## src/rtl/img_stream_ctrl.sv

```systemverilog
// Frame sequencer: streams a stored RGB frame as R,G,B bytes with VSYNC/HSYNC/EN framing.
// Optional feature macro FRAME_LOOP_EN adds a `loop` input for back-to-back frames.
module img_stream_ctrl #(
    parameter int IMG_W   = 640,
    parameter int IMG_H   = 480,
    parameter int VS_CYC  = 8,
    parameter int VBP_CYC = 8,
    parameter int HB_CYC  = 4,
    parameter int ADDR_W  = 20
) (
    input  logic              clk_sys,
    input  logic              reset_sys,
    input  logic              start,
`ifdef FRAME_LOOP_EN
    input  logic              loop,
`endif
    output logic              busy,
    output logic              done,
    output logic              rd_en,
    output logic [ADDR_W-1:0] rd_addr,
    input  logic [7:0]        rd_data,
    output logic              OutVSYNC,
    output logic              OutHSYNC,
    output logic              OutEN,
    output logic [7:0]        OutData
);

    localparam int LINE_LEN = 3 * IMG_W;
    localparam int MAX_AB   = (VS_CYC > VBP_CYC) ? VS_CYC : VBP_CYC;
    localparam int MAX_CD   = (LINE_LEN > HB_CYC) ? LINE_LEN : HB_CYC;
    localparam int MAX_CYC  = (MAX_AB > MAX_CD) ? MAX_AB : MAX_CD;
    localparam int CNT_W    = $clog2(MAX_CYC + 1);
    localparam int LINE_W   = $clog2(IMG_H + 1);

    typedef enum logic [2:0] {
        IDLE,
        VS,
        VBP,
        LINE,
        HBL,
        DONE
    } ctrlStateT;

    ctrlStateT         stateReg;
    ctrlStateT         stateNext;
    logic [CNT_W-1:0]  phaseCntReg;
    logic [LINE_W-1:0] lineCntReg;
    logic [ADDR_W-1:0] rdAddrReg;
    logic              phaseEnd;
    logic              lastLine;
    logic              lastByte;
    logic              enterVs;
    logic              loopReq;

    // Two-stage framing pipeline matches the one-cycle memory read plus the OutData register.
    logic [1:0]        vsPipeReg;
    logic [1:0]        lnPipeReg;
    logic [1:0]        lastPipeReg;
    logic              doneReg;
    logic [7:0]        dataReg;

`ifdef FRAME_LOOP_EN
    assign loopReq = loop;
`else
    assign loopReq = 1'b0;
`endif

    assign lastLine = (lineCntReg == LINE_W'(IMG_H - 1));
    assign lastByte = (stateReg == LINE) && phaseEnd && lastLine;
    assign enterVs  = (stateNext == VS) && (stateReg != VS);

    always_ff @(posedge clk_sys or negedge reset_sys) begin
        if (!reset_sys) begin
            stateReg <= IDLE;
        end else begin
            stateReg <= stateNext;
        end
    end

    always_comb begin
        stateNext = stateReg;
        phaseEnd  = 1'b0;
        case (stateReg)
            IDLE: begin
                if (start) begin
                    stateNext = VS;
                end
            end
            VS: begin
                phaseEnd = (phaseCntReg == CNT_W'(VS_CYC - 1));
                if (phaseEnd) begin
                    stateNext = VBP;
                end
            end
            VBP: begin
                phaseEnd = (phaseCntReg == CNT_W'(VBP_CYC - 1));
                if (phaseEnd) begin
                    stateNext = LINE;
                end
            end
            LINE: begin
                phaseEnd = (phaseCntReg == CNT_W'(LINE_LEN - 1));
                if (phaseEnd) begin
                    stateNext = HBL;
                end
            end
            HBL: begin
                phaseEnd = (phaseCntReg == CNT_W'(HB_CYC - 1));
                if (phaseEnd) begin
                    if (!lastLine) begin
                        stateNext = LINE;
                    end else if (loopReq) begin
                        stateNext = VS;
                    end else begin
                        stateNext = DONE;
                    end
                end
            end
            DONE: begin
                phaseEnd  = 1'b1;
                stateNext = IDLE;
            end
            default: begin
                stateNext = IDLE;
            end
        endcase
    end

    // Phase counter restarts on every state change; all transitions out of a busy state happen at phaseEnd.
    always_ff @(posedge clk_sys or negedge reset_sys) begin
        if (!reset_sys) begin
            phaseCntReg <= '0;
            lineCntReg  <= '0;
            rdAddrReg   <= '0;
        end else begin
            if (stateReg == IDLE || phaseEnd) begin
                phaseCntReg <= '0;
            end else begin
                phaseCntReg <= phaseCntReg + CNT_W'(1);
            end

            if (stateReg == VS) begin
                lineCntReg <= '0;
            end else if (stateReg == HBL && phaseEnd) begin
                lineCntReg <= lineCntReg + LINE_W'(1);
            end

            if (enterVs) begin
                rdAddrReg <= '0;
            end else if (stateReg == LINE) begin
                rdAddrReg <= rdAddrReg + ADDR_W'(1);
            end
        end
    end

    // done trails the final read by three cycles: memory latency, OutData register, then one cycle after.
    always_ff @(posedge clk_sys or negedge reset_sys) begin
        if (!reset_sys) begin
            vsPipeReg   <= '0;
            lnPipeReg   <= '0;
            lastPipeReg <= '0;
            doneReg     <= 1'b0;
            dataReg     <= '0;
        end else begin
            vsPipeReg   <= {vsPipeReg[0], (stateReg == VS)};
            lnPipeReg   <= {lnPipeReg[0], (stateReg == LINE)};
            lastPipeReg <= {lastPipeReg[0], lastByte};
            doneReg     <= lastPipeReg[1];
            if (lnPipeReg[0]) begin
                dataReg <= rd_data;
            end
        end
    end

    assign busy     = (stateReg != IDLE);
    assign rd_en    = (stateReg == LINE);
    assign rd_addr  = rdAddrReg;
    assign done     = doneReg;
    assign OutVSYNC = vsPipeReg[1];
    assign OutHSYNC = lnPipeReg[1];
    assign OutEN    = lnPipeReg[1];
    assign OutData  = dataReg;

endmodule
```

## config.mk

```make
export PLATFORM = sky130hd
export DESIGN_NAME = img_stream_ctrl
export DESIGN_NICKNAME = d
export VERILOG_FILES = /design/src/rtl/img_stream_ctrl.sv
export SDC_FILE = /design/constraint.sdc
export NUM_CORES = 1
export LEC_CHECK = 0
export BUFFER_PORTS_ARGS = -buffer_cell sky130_fd_sc_hd__buf_4
export CORE_MARGIN = 2
export CORE_UTILIZATION = 37
export DETAILED_ROUTE_END_ITERATION = 8
export PLACE_DENSITY = 0.64
export SLEW_MARGIN = 20
export SYNTH_ARGS = -nofsm -noshare
export SYNTH_HDL_FRONTEND = slang
export SYNTH_SLANG_ARGS = --single-unit
```

## constraint.sdc

```tcl
create_clock -name clk_sys -period 2 [get_ports clk_sys]
set_input_delay 0.2 -clock clk_sys [delete_from_list [all_inputs] [get_ports clk_sys]]
set_output_delay 0.2 -clock clk_sys [all_outputs]
set_load 0.01 [all_outputs]
```

==> flow_summary_export.csv <==
group,metric,value,unit
run_status,status,"completed",
worst_hold_path,hold_depth,2,
final_layout,final_layout_size_suffix_gt1_frac,0.3183,
final_layout,multi_input_area,0.001301,mm2
floorplanning,fp.dieH,91.44,um
synthesis,ys_seq_area_frac,0.5130,
timing,setup_total_negative_slack,0,ns
worst_setup_path,path_max_fanout,16,
floorplanning,die_x,91.44,um
worst_setup_path,cp_cell_sequence,"nor4_2, nand4_1, buf_4, or4_1, a21oi_1",
worst_setup_path,r2r-start,"phaseCntReg[7]$_DFF_PN0_",
global_route,grt_pass1_wl,10090,um
synthesis,synth-edff-count,0,
worst_hold_path,hold_end,"OutData[1]$_DFFE_PN0P_",
floorplanning,core_area,0.007331,mm2
clock_tree,cts_tree,"built",
timing,min_period,1.889,ns
timing,final_max_slew_viol_count,0,
power_and_ir_drop,p_per_area,884.1,mW/mm2
worst_setup_path,rrSetupSlack,0.11,ns
routing,first_iter_violations,95,
worst_hold_path,hp-start,"rd_data[1]",
routing,vias,2375,
clock_tree,clk_pin_slew,0.07,ns
synthesis,postSynth.asyncResetShare,1.000,
power_and_ir_drop,p_total,0.003283,W
worst_setup_path,critical_path.slowest_cell,"or4_1",
global_route,grt_pass1_vias,2255,
clock_tree,cts_buffers,9,
synthesis,ys_seq_elements,58,
worst_setup_path,worstPathArrival,2.14,ns
floorplanning,design.die.area,0.008361,mm2
global_route,antenna_found_initial,0,
synthesis,yosysWarnings,0,
clock_tree,clock-sinks,58,
final_layout,fillers,684,
worst_setup_path,timing.rr.end,"lineCntReg[7]$_DFFE_PN0P_",
place,io_buffers,44,
global_route,overflow,0,
final_layout,diodes,0,
place,post-dp-hpwl,4084,um
clock_tree,clock_path_buffers,2,
routing,route.detailed.vias_per_inst,5.231,
worst_setup_path,r2r_cells,5,
clock_tree,cts_setup_buffers,0,
timing,setup_slack,0.1106,ns
synthesis,synthesis.nets,291,
synthesis,synth_top_area_share,0.5130,
synthesis,synth_cell_types,43,
final_layout,ff_latch_area,0.001451,mm2
synthesis,post-synth-top-area-cell,"dfrtp_1",
timing,setup_violations,0,
place,gp_congestion,0.7857,
synthesis,synth_top_cells_by_area,"dfrtp_1, xnor2_1, mux2_2",
clock_tree,htreeDepth,3,
place,place_area,0.003457,mm2
power_and_ir_drop,power.leakage,1.652,nW
power_and_ir_drop,irDropWorstVdd,373.7,uV
routing,wl_per_cell,13.00,um
clock_tree,root_buffer,"clkbuf_8",
routing,antenna_left,0,
worst_hold_path,min_path_type,"in2reg",
clock_tree,clk-insertion-delay-late,0.34,ns
timing,fmax,0.5293,GHz
floorplanning,initial_utilization,0.3859,
final_layout,area_growth,31.27,%
synthesis,ys.flop_type,"dfrtp_1",
final_layout,final_common_cell,"buf_4",
routing,first_pass_iters,4,
synthesis,avgSynthCellArea,10.21,um2
timing,rsz0062_at_grt,"false",
run,cap_violations,0,
worst_setup_path,setup.worst_path.class,"reg2reg",
routing,routed_wl,5900,um
worst_setup_path,worstPathRequired,2.25,ns
final_layout,fin_area,0.003714,mm2
final_layout,finalNetCount,364,
timing,hold_viol_final,0,
timing,period_share,0.9447,
floorplanning,io_pins,45,
timing,fin_worst_skew,0.007750,ns
timing,max-slew-margin-rel,0.5086,
worst_setup_path,critPathLaunchType,"flip-flop",
final_layout,mostFrequentLayoutCells,"buf_4, dfrtp_1, nand2_1",
place,post-place-ws,0.03661,ns
global_route,grt_util_all_layers,0.1492,
synthesis,synth_cells,277,
floorplanning,rows,31,
global_route,grt_max_degree,59,
synthesis,syn_area,0.002829,mm2
timing,worst_pin_slew,0.7372,ns
routing,drc,0,
worst_setup_path,critPathMaxStageDelay,0.48,ns
worst_setup_path,end_kind,"flip-flop",
==> state kept, by name, indices dropped and copies added (netlist names) <==
| register | flops |
|---|---|
| lastPipeReg | 2 |
| done | 1 |
| lineCntReg | 9 |
| OutData | 8 |
| vsPipeReg | 2 |
| phaseCntReg | 11 |
| lnPipeReg | 2 |
| stateReg | 3 |
| rd_addr | 20 |
==> layer usage <==
layer | track usage | vias up | share of wire
met3 | 0.03651 | 11 | 0.036
met5 | 0 | - | 0
met4 | 0.06566 | 0 | 0.018
met1 | 0.1832 | 1155 | 0.46
met2 | 0.2475 | 44 | 0.48
li1 | - | 1165 | -
==> area by class of cell <==
cell class | count | area share
well taps | 99 | 0.03336
inverters | 10 | 0.01011
flip-flops and latches | 58 | 0.3908
multi-input cells | 194 | 0.3504
repair buffers | 77 | 0.1563
clock buffers | 11 | 0.03807
clock inverters | 5 | 0.02089
==> how the worst max path moves through the flow <==
stage	startpoint	depth (start not counted)	to
5_1_grt	phaseCntReg[7]$_DFF_PN0_	5	lineCntReg[7]$_DFFE_PN0P_
6_report	phaseCntReg[7]$_DFF_PN0_	5	lineCntReg[7]$_DFFE_PN0P_
3_3_place_gp	stateReg[2]$_DFF_PN0_	4	rd_addr[14]$_DFFE_PN0P_
3_5_place_dp	stateReg[2]$_DFF_PN0_	4	rd_addr[18]$_DFFE_PN0P_
2_1_floorplan	rd_addr[2]$_DFFE_PN0P_	5	rd_addr[18]$_DFFE_PN0P_
4_1_cts	stateReg[2]$_DFF_PN0_	4	rd_addr[18]$_DFFE_PN0P_
==> report_power, final <==
part           total, W  leakage (nW)  internal (W)  switching, W
logic          0.000703         0.824      0.000371      0.000332
registers       0.00138         0.719       0.00129     0.0000911
clock network   0.00120         0.109      0.000731      0.000471
total           0.00328          1.65       0.00239      0.000895
==> stage by stage <==
step	utilization	cells	hold slack, ns
6_report	0.5066	454	0.08989
2_1_floorplan	-	277	-0.09559
3_5_place_dp	0.4716	437	0.3217
3_3_place_gp	0.4716	437	0.3128
5_1_grt	0.5066	454	0.08429
4_1_cts	0.5037	454	0.07913
==> cells by family after synthesis <==
family | Yosys count | synth area share
DFF | 58 | 0.5130
and+or+nand+nor | 117 | 0.2340
adders and majority gates | 3 | 0.01327
buffers and inverters | 25 | 0.03759
AOI/OAI and AO/OA | 46 | 0.1070
xor gates and xnor gates | 17 | 0.05263
muxes | 11 | 0.04246
==> synthesized netlist by cell type, drive strengths merged, types with 4 or more instances <==
library cell and n:
dfrtp 58, nand2 21, nor2 20, nor3 17
a21oi 15, nand3 13, clkbuf 12, xnor2 11
o31ai 10, inv 9, or4 9, mux2 8
o21ai 7, nand4 6, nor4 6, or3 6
xor2 6, and3 5, a31oi 4, a41o 4
and4 4
==> timing repair <==
item / 4_1_cts / 5_1_grt
hold buffers: 1 / 0
pin swaps: 0 / 0
gates resized for setup: 1 / 4
endpoints found under the setup margin: 1 / 23
endpoints found under the hold margin: 58 / 0
==> critical path, delay by kind of cell, from the launching register on <==
| kind | cells | cell delay [ns] |
|---|---|---|
| compound gates | 1 | 0.16 |
| simple gates | 3 | 1.03 |
| flops | 1 | 0.39 |
| buf+inv | 1 | 0.23 |
No activity file was read; power rests on OpenSTA's default activity.
